--- config.mk ---
export PLATFORM = sky130hd
export DESIGN_NAME = amba_write_slave
export DESIGN_NICKNAME = d
export VERILOG_FILES = /design/src/rtl/amba_pkg.sv /design/src/rtl/amba_sync_fifo.sv /design/src/rtl/amba_write_slave.sv
export SDC_FILE = /design/constraint.sdc
export NUM_CORES = 1
export LEC_CHECK = 0
export BUFFER_PORTS_ARGS = -buffer_cell sky130_fd_sc_hd__buf_2
export CAP_MARGIN = 0
export CORE_MARGIN = 2
export CORE_UTILIZATION = 41
export DETAILED_ROUTE_END_ITERATION = 6
export GPL_ROUTABILITY_DRIVEN = 0
export SETUP_SLACK_MARGIN = 0.05
export SLEW_MARGIN = 20
export SYNTH_ARGS = -nofsm -noshare
export SYNTH_HDL_FRONTEND = slang
export SYNTH_SLANG_ARGS = --single-unit
--- constraint.sdc ---
create_clock -name clk -period 4.7 [get_ports clk]
set_input_delay 0.94 -clock clk [delete_from_list [all_inputs] [get_ports clk]]
set_output_delay 0.94 -clock clk [all_outputs]
set_load 0.02 [all_outputs]
--- src/rtl/amba_pkg.sv ---
// Shared encodings for the AXI-style write slave: burst types, response codes
// and the slave FSM state type.
package amba_pkg;

    localparam logic [1:0] BURST_FIXED = 2'b00;
    localparam logic [1:0] BURST_INCR  = 2'b01;
    localparam logic [1:0] BURST_WRAP  = 2'b10;

    localparam logic [1:0] RESP_OKAY   = 2'b00;
    localparam logic [1:0] RESP_SLVERR = 2'b10;

    typedef enum logic [1:0] {
        IDLE,
        DATA,
        DRAIN,
        RESP
    } state_t;

endpackage

--- src/rtl/amba_sync_fifo.sv ---
// Single-clock FIFO with first-word-fall-through read data; full/empty come
// from read/write pointers carrying one extra wrap bit.
module amba_sync_fifo #(
    parameter int WIDTH = 8,
    parameter int DEPTH = 8
) (
    input  logic             clk,
    input  logic             reset,
    input  logic             push,
    input  logic             pop,
    input  logic [WIDTH-1:0] din,
    output logic [WIDTH-1:0] dout,
    output logic             full,
    output logic             empty
);

    localparam int AW = $clog2(DEPTH);

    logic [WIDTH-1:0] mem [DEPTH];
    logic [AW:0]      wr_ptr;
    logic [AW:0]      rd_ptr;
    logic             do_push;
    logic             do_pop;

    assign do_push = push && !full;
    assign do_pop  = pop && !empty;

    always_ff @(posedge clk or negedge reset) begin
        if (!reset) begin
            wr_ptr <= '0;
            rd_ptr <= '0;
        end else begin
            if (do_push) wr_ptr <= wr_ptr + (AW+1)'(1);
            if (do_pop)  rd_ptr <= rd_ptr + (AW+1)'(1);
        end
    end

    // Storage carries no reset; only the pointers define what is valid.
    always_ff @(posedge clk) begin
        if (do_push) mem[wr_ptr[AW-1:0]] <= din;
    end

    assign dout  = mem[rd_ptr[AW-1:0]];
    assign empty = (wr_ptr == rd_ptr);
    assign full  = (wr_ptr[AW] != rd_ptr[AW]) && (wr_ptr[AW-1:0] == rd_ptr[AW-1:0]);

endmodule

--- src/rtl/amba_write_slave.sv ---
// Write-slave endpoint: accepts one AW burst, buffers W beats in a FIFO,
// drains them to a byte-wide memory port and returns a single B response.
module amba_write_slave
    import amba_pkg::*;
#(
    parameter int ID_W       = 4,
    parameter int ADDR_W     = 32,
    parameter int DATA_W     = 8,
    parameter int FIFO_DEPTH = 8
) (
    input  logic              clk,
    input  logic              reset,
    input  logic [ID_W-1:0]   i2s_AWID,
    input  logic [ADDR_W-1:0] i2s_AWADDR,
    input  logic [3:0]        i2s_AWLEN,
    input  logic [2:0]        i2s_AWSIZE,
    input  logic [1:0]        i2s_AWBURST,
    input  logic              i2s_AWVALID,
    output logic              s2i_AWREADY,
    input  logic [ID_W-1:0]   i2s_WID,
    input  logic [DATA_W-1:0] i2s_WDATA,
    input  logic              i2s_WSTRB,
    input  logic              i2s_WLAST,
    input  logic              i2s_WVALID,
    output logic              s2i_WREADY,
    output logic [ID_W-1:0]   s2i_BID,
    output logic [1:0]        s2i_BRESP,
    output logic              s2i_BVALID,
    input  logic              i2s_BREADY,
    output logic              mem_we,
    output logic [ADDR_W-1:0] mem_addr,
    output logic [DATA_W-1:0] mem_wdata
);

    localparam int FW = DATA_W + 2;

    state_t            state;
    logic [ID_W-1:0]   id_q;
    logic [3:0]        len_q;
    logic [1:0]        burst_q;
    logic [ADDR_W-1:0] cur_addr;
    logic [3:0]        beat_cnt;
    logic              aw_err;
    logic              err;
    logic              last_popped;

    logic              aw_hs;
    logic              w_hs;
    logic              id_ok;
    logic              strb_eff;
    logic              last_eff;
    logic              push;
    logic              pop;
    logic              fifo_full;
    logic              fifo_empty;
    logic [FW-1:0]     din;
    logic [FW-1:0]     dout;

    function automatic logic aw_invalid(input logic [2:0] size, input logic [1:0] burst,
                                        input logic [3:0] len);
        logic wrap_len_ok;
        wrap_len_ok = (len == 4'd1) || (len == 4'd3) || (len == 4'd7) || (len == 4'd15);
        return (size != 3'd0) || (burst == 2'b11) || ((burst == BURST_WRAP) && !wrap_len_ok);
    endfunction

    // WRAP keeps the upper bits and lets the low bits roll over inside the
    // (len+1)-byte window; len+1 is a power of two whenever writes are enabled.
    function automatic logic [ADDR_W-1:0] next_addr(input logic [ADDR_W-1:0] a,
                                                    input logic [1:0] burst,
                                                    input logic [3:0] len);
        logic [ADDR_W-1:0] mask;
        logic [ADDR_W-1:0] inc;
        mask = ADDR_W'(len);
        inc  = a + ADDR_W'(1);
        case (burst)
            BURST_FIXED: return a;
            BURST_WRAP:  return (a & ~mask) | (inc & mask);
            default:     return inc;
        endcase
    endfunction

    assign aw_hs      = i2s_AWVALID && s2i_AWREADY;
    assign s2i_WREADY = (state == DATA) && !fifo_full;
    assign w_hs       = i2s_WVALID && s2i_WREADY;
    assign id_ok      = (i2s_WID == id_q);
    assign strb_eff   = id_ok && i2s_WSTRB;
    assign last_eff   = i2s_WLAST || (beat_cnt == len_q);
    assign din        = {i2s_WDATA, strb_eff, last_eff};
    assign push       = w_hs;
    assign pop        = ((state == DATA) || (state == DRAIN)) && !fifo_empty;

    amba_sync_fifo #(
        .WIDTH (FW),
        .DEPTH (FIFO_DEPTH)
    ) u_fifo (
        .clk   (clk),
        .reset (reset),
        .push  (push),
        .pop   (pop),
        .din   (din),
        .dout  (dout),
        .full  (fifo_full),
        .empty (fifo_empty)
    );

    always_ff @(posedge clk) begin
        if (aw_hs) begin
            id_q     <= i2s_AWID;
            len_q    <= i2s_AWLEN;
            burst_q  <= i2s_AWBURST;
            cur_addr <= i2s_AWADDR;
        end else if (pop) begin
            cur_addr <= next_addr(cur_addr, burst_q, len_q);
        end
    end

    always_ff @(posedge clk or negedge reset) begin
        if (!reset) begin
            state       <= IDLE;
            s2i_AWREADY <= 1'b0;
            s2i_BVALID  <= 1'b0;
            s2i_BID     <= '0;
            s2i_BRESP   <= RESP_OKAY;
            aw_err      <= 1'b0;
            err         <= 1'b0;
            beat_cnt    <= '0;
            last_popped <= 1'b0;
            mem_we      <= 1'b0;
            mem_addr    <= '0;
            mem_wdata   <= '0;
        end else begin
            // Drain stage: one FIFO entry becomes one registered memory cycle.
            mem_we <= pop && dout[1] && !aw_err;
            if (pop) begin
                mem_addr  <= cur_addr;
                mem_wdata <= dout[FW-1:2];
            end
            if (pop && dout[0]) last_popped <= 1'b1;

            case (state)
                IDLE: begin
                    s2i_AWREADY <= 1'b1;
                    if (aw_hs) begin
                        s2i_AWREADY <= 1'b0;
                        aw_err      <= aw_invalid(i2s_AWSIZE, i2s_AWBURST, i2s_AWLEN);
                        err         <= aw_invalid(i2s_AWSIZE, i2s_AWBURST, i2s_AWLEN);
                        beat_cnt    <= '0;
                        last_popped <= 1'b0;
                        state       <= DATA;
                    end
                end
                DATA: begin
                    if (w_hs) begin
                        beat_cnt <= beat_cnt + 4'd1;
                        // Early WLAST, missing WLAST and foreign WID all poison the burst.
                        if (!id_ok || (i2s_WLAST != (beat_cnt == len_q))) err <= 1'b1;
                        if (last_eff) state <= DRAIN;
                    end
                end
                DRAIN: begin
                    // Wait one extra cycle so BVALID follows the final memory write.
                    if (last_popped) begin
                        s2i_BVALID <= 1'b1;
                        s2i_BID    <= id_q;
                        s2i_BRESP  <= err ? RESP_SLVERR : RESP_OKAY;
                        state      <= RESP;
                    end
                end
                RESP: begin
                    if (i2s_BREADY) begin
                        s2i_BVALID  <= 1'b0;
                        s2i_AWREADY <= 1'b1;
                        state       <= IDLE;
                    end
                end
                default: state <= IDLE;
            endcase
        end
    end

endmodule

==> metrics.txt, run 1 <==
status=finished clean; DR iter-0 viols=262; Clock Tree Buf Depth=2; # IOs=114; number of global-route vias before repair=5,340; WP buf/inv=1; Crit Path Category=register to output pin; Worst setup SP type=register; Combinational Power Share=36.2%; cell at the root of the clock tree=clkbuf_16; initial core utilization=41.6%; number of remaining DRC errors=0; fillers=1,767; share of cells above drive strength 1=28.3%; Avg WL per Cell=18.2 um; Crit Path Max Fanout=21; nets@finish=778; total core area=20,100 um2; fmax=312 MHz; Worst Path Required=3.76 ns; H-tree depth=4; RSZ-0062 raised after global routing=no; Max-cap violations=0; fin crit period=3.21 ns; Mapped Cells=591; dominant synthesized flop cell=edfxtp_1; Routed Antenna Nets=0; worst skew pair latency=0.43 ns; post-synthesis compound-gate area fraction=5.67%; P_leak=0.00373 uW; synth warn=0; hpwl dp=12,600 um; Worst Path Arrival=2.27 ns; Synth Register Bits=187; Post-Synth Adder-Cell Area=1.35%; final hold slack=0.443 ns; number of antenna violations at the first check in global routing=2; vias per cell=5.20; Post-Route Setup TNS=0 ns; Mean Syn Cell Area=14.1 um2; GRT Total Usage=17.4%; Reg clk slew, reported paths=0.07 ns; largest net degree at the start of global routing=39; critical path endpoint category=output pin; die width=147 um; min-delay worst type=register to register; CP peak stage delay=1.03 ns; largest family of logic cells by synthesized area=multiplexers; Clock Sinks=187; cts repair resizes=0; relative slew slack=30.6%; CTS Hold Bufs=0; die area=21,500 um2; WL final=18,000 um; power density cells=692 nW/um2; Netlist Area Pre-Place=8360 um2; Final Hold Viols=0; Int Power=4200 uW; P_sw=2600 uW; ordered cell list for the critical path=xnor2_2, nand4_1, and2_1, buf_2; sequential share of power=41.6%; Worst path slowest cell=dfrtp_1; worst clock skew=0.0126 ns; Simple-Gate Fraction of Synth Area=10.2%; final core utilization=48.9%; GRT Residual Overflow=0; Post-synth EDFFs=122; port buffer count=112; vias after detailed routing=5,152; first-pass GRT wire length=29,000 um; asr flop ratio synth=34.8%; DRT Pass-1 Iters=4; Slew Viols, Final=0; Clk pwr share=22.2%; XOR/XNOR Fraction of Synth Area=5.30%; FP Rows=52; # setup viols final=0; CTS tree=yes; Placed Instances=956; number of post-CTS setup repair buffers=0; commonest non-fill, non-tap cell in the layout=edfxtp_1; Syn Nets=664; synth-to-layout area growth=17.7%; Seq/Total Area, Yosys=63.3%; most frequent cells in the layout=edfxtp_1, buf_2, nand2_1, dfrtp_1, o21ai_0; library cells used by synthesis=52; CP delay by family, top=flip-flops; fin cells=990; period utilization=68.2%; CTS Buf Count=17; Die Height=147 um; Least-Margin Pin Slew=1.04 ns; Worst VDD drop=0.000304 V; post-synthesis mux area share=11.6%; switching part of the total=38.3%
[worst reg2reg max path, stage by stage, from the launching register on]
cell,delay (ns)
dfrtp_1,1.03
xnor2_2,0.25
a41oi_4,0.38
and2_1,0.25
nand2_1,0.11
nor2_1,0.73
[power groups by stage]
stage	Clock (uW)	Combinational (uW)	Sequential, uW
floorplan	0	1720	2940
global placement	0	2430	2840
detailed placement	0	2510	2870
CTS	1550	2520	2830
global route	1610	2730	2900
finish	1510	2470	2830
[synth_stat cells, types with 9 or more instances]
cell type / n / area, um2
edfxtp_1: 122 / 3660
ha_1: 9 / 113
nor2_1: 18 / 67.6
mux2i_1: 11 / 110
o21ai_0: 40 / 200
mux2_1: 27 / 304
mux2_2: 9 / 101
xnor2_1: 28 / 245
o21ai_1: 11 / 55.1
inv_1: 15 / 56.3
mux4_2: 20 / 450
dfrtp_1: 65 / 1630
nand2_1: 73 / 274
clkbuf_1: 10 / 37.5
xor2_1: 17 / 149
nand3_1: 15 / 75.1
nor3_1: 9 / 45.0
[sequential cells by signal (all words and copies together), names as in the netlist, 4 cells and up, named ones only]
| signal | flops |
|---|---|
| u_fifo.rd_ptr | 4 |
| beat_cnt | 4 |
| u_fifo.mem | 80 |
| s2i_BID | 4 |
| id_q | 4 |
| len_q | 4 |
| mem_wdata | 8 |
| cur_addr | 29 |
| u_fifo.wr_ptr | 4 |
| mem_addr | 32 |
[per-stage QoR]
step / total power, uW / worst slack [ns] / area, um2
CTS: 6900 / 1.45 / 9830
global placement: 5270 / 1.60 / 9190
finish: 6800 / 1.49 / 9840
detailed placement: 5380 / 1.58 / 9190
floorplan: 4660 / 1.11 / 8360
global route: 7250 / 1.34 / 9840
[cell families after synthesis]
family                   Yosys count
multiplexers                      67
AND/OR/NAND/NOR                  159
buffers and inverters             43
AO/OA/AOI/OAI                     77
adder cells (fa/ha/maj)            9
flip-flops                       187
other                              1
XOR/XNOR                          48
[final cells by class]
| class | instances | area [um2] | area share (%) |
|---|---|---|---|
| inverters | 16 | 60.1 | 0.610 |
| diodes | 2 | 5.00 | 0.0509 |
| clock inverters | 15 | 219 | 2.23 |
| well taps | 270 | 338 | 3.43 |
| flip-flops and latches | 187 | 5290 | 53.8 |
| multi-input cells | 361 | 2850 | 29.0 |
| repair buffers | 122 | 648 | 6.59 |
| clock buffers | 17 | 425 | 4.32 |
[path summary, 6_finish.rpt]
kind                                                    from                      endpoint  slack [ns]  depth (start not counted)
worst max-delay path            u_fifo.rd_ptr[2]$_DFFE_PN0P_                    s2i_WREADY        1.49                          4
worst min-delay path                      aw_err$_DFFE_PN0P_              mem_we$_DFF_PN0_        0.44                          1
worst max register to register  u_fifo.rd_ptr[2]$_DFFE_PN0P_    u_fifo.mem[6][9]$_DFFE_PP_        1.58                          5
worst min register to register            aw_err$_DFFE_PN0P_              mem_we$_DFF_PN0_        0.44                          1
max in group asynchronous                              reset  u_fifo.wr_ptr[3]$_DFFE_PN0P_        3.19                          2
min in group asynchronous                              reset      mem_addr[22]$_DFFE_PN0P_        0.53                          1
[per-layer routing]
layer / vias to the layer above / GRT usage, % / routed length, um
met4: 0 / 5.44 / 294
met3: 23 / 4.35 / 870
met5: - / 0 / 0
met1: 2589 / 22.3 / 8020
li1: 2414 / - / -
met2: 126 / 29.2 / 8860
(Power assumes the default switching activity.)
==> inputs of run 2 (changes only) <==
Clock period 4.7 ns to 2.85 ns, I/O delays scaled along.
==> run 2 against run 1 <==
Power rose by 64%; die area did not move; sequential cell count did not move; global-route usage fell by 0.62 points; cell count rose by 0.71%; clock skew fell by 0.0014 ns; non-clock buffer count rose by 9.
==> metrics.txt, run 2 (synthesized netlist as in run 1, its figures left out) <==
critical path endpoint category=output pin; Final Hold Viols=0 (unchanged); die width=147 um (unchanged); antenna diode count=0 (-2); Placed Instances=965 (+0.94%); Least-Margin Pin Slew=0.781 ns (-0.260 ns); CTS Hold Bufs=0 (unchanged); cts repair resizes=0 (unchanged); first-pass GRT wire length=28,000 um (-3.3%); Slew Viols, Final=0 (unchanged); GRT Total Usage=16.8% (-0.62 points); Worst Path Arrival=1.86 ns (-0.41 ns); Die Height=147 um (unchanged); worst clock skew=0.0112 ns (-0.00140 ns); flip-flop count of the largest register after layout=80 (unchanged); largest net degree at the start of global routing=39 (unchanged); fin cells=997 (+0.71%); RSZ-0062 raised after global routing=no; Avg WL per Cell=17.3 um (-5.3%); # setup viols final=0 (unchanged); most frequent cells in the layout=edfxtp_1, buf_2, nand2_1, dfrtp_1, o21ai_0; switching part of the total=37.4% (-0.84 points); WP buf/inv=1 (unchanged); relative slew slack=47.9% (+17 points); number of antenna violations at the first check in global routing=0 (-2); synth-to-layout area growth=18.2%; cell at the root of the clock tree=clkbuf_16; port buffer count=112 (unchanged); Combinational Power Share=38.4% (+2.2 points); CTS tree=yes; Crit Path Max Fanout=3 (-86%); die area=21,500 um2 (unchanged); number of post-CTS setup repair buffers=0 (unchanged); Worst path slowest cell=xor2_1; fmax=412 MHz; sequential share of power=40.7% (-0.9 points); fin crit period=2.43 ns; number of global-route vias before repair=5,305 (-0.66%); period utilization=85.1%; number of remaining DRC errors=0 (unchanged); WL final=17,200 um (-4.6%); CP delay by family, top=XOR/XNOR gates; Worst VDD drop=0.000443 V (+46%); Crit Path Category=register to output pin; flop2flop setup slack=0.66 ns (-0.92 ns); nets@finish=787 (+1.2%); Routed Antenna Nets=0 (unchanged); Clock Sinks=187 (unchanged); Int Power=7000 uW (+67%); vias per cell=5.15 (-1.1%); Worst setup SP type=register; commonest non-fill, non-tap cell in the layout=edfxtp_1; fillers=1,761 (-0.34%); GRT Residual Overflow=0 (unchanged); Clk pwr share=20.9% (-1.3 points); hpwl dp=12,300 um (-2.0%); CP peak stage delay=0.44 ns (-0.59 ns); # IOs=114 (unchanged); status=finished clean; DR iter-0 viols=294 (+12%); Max-cap violations=0 (unchanged); total core area=20,100 um2 (unchanged); Clock Tree Buf Depth=2 (unchanged); vias after detailed routing=5,131 (-0.41%); ordered cell list for the critical path=xor2_1, nand4_1, and2_1, buf_2; Post-Route Setup TNS=0 ns (unchanged); min-delay worst type=primary input to async pin; share of cells above drive strength 1=29.0% (+0.75 points); Reg clk slew, reported paths=0.07 ns (about the same); final instance area=9880 um2 (+0.39%); worst skew pair latency=0.43 ns (about the same); H-tree depth=4 (unchanged); power density cells=1130 nW/um2 (+64%); initial core utilization=41.6% (unchanged); CTS Buf Count=17 (unchanged); FP Rows=52 (unchanged); P_sw=4190 uW (+61%); Worst Path Required=2.28 ns (-1.48 ns); DRT Pass-1 Iters=4 (unchanged); P_leak=0.00377 uW (+0.90%); Placement Cell Area=9300 um2 (+1.1%)
run 2: cell types whose count changed in the layout (fill, tap and decap cells not counted), sizes merged:
cell / change
diode: -2
clkinvlp: +1
clkinv: -3
buf: +9
clkbuf: +1
inv: +1
run 2: cell type report:
class                           count  area, um2  share of cell area, %
Clock buffer                       18        429                   4.34
Clock inverter                     14        154                   1.56
Inverter                           16       60.1                  0.608
Multi-Input combinational cell    361       2850                   28.9
Sequential cell                   187       5290                   53.6
Tap cell                          270        338                   3.42
Timing Repair Buffer              131        753                   7.63
run 2: per-stage QoR:
step / setup slack, ns / hold WS (ns) / utilization, % / total power (uW)
after global routing: 0.337 / 0.260 / 49.1 / 11900
final: 0.424 / 0.218 / 49.1 / 11200
after global placement: 0.706 / 0.428 / 46.2 / 8850
after CTS: 0.391 / 0.228 / 49.1 / 11300
after floorplan: 0.266 / 0.274 / - / 7670
after detailed placement: 0.649 / 0.441 / 46.2 / 8990
run 2: worst paths after layout:
| kind | start | end | depth (start not counted) |
|---|---|---|---|
| worst max register to register | u_fifo.wr_ptr[0]$_DFFE_PN0P_ | u_fifo.mem[7][7]$_DFFE_PP_ | 5 |
| min in group clk | i2s_AWID[0] | id_q[0]$_DFFE_PP_ | 1 |
| worst max-delay path | u_fifo.wr_ptr[3]$_DFFE_PN0P_ | s2i_WREADY | 4 |
| worst min register to register | aw_err$_DFFE_PN0P_ | mem_we$_DFF_PN0_ | 1 |
| max in group asynchronous | reset | mem_addr[3]$_DFFE_PN0P_ | 2 |
| worst min-delay path | reset | mem_addr[25]$_DFFE_PN0P_ | 1 |
run 2: metal layers:
metal	share of wire, %	vias up	GRT usage, %
met3	4.4	13	3.70
li1	-	2431	-
met2	51	114	28.8
met4	0.94	0	4.42
met1	44	2573	21.6
met5	0	-	0
run 2: power groups by stage:
stage | sequential, uW | clock (uW) | combinational, uW
after floorplan | 4830 | 0 | 2840
after global placement | 4570 | 0 | 4280
after detailed placement | 4610 | 0 | 4380
after CTS | 4560 | 2400 | 4390
after global routing | 4670 | 2520 | 4750
final | 4550 | 2330 | 4300
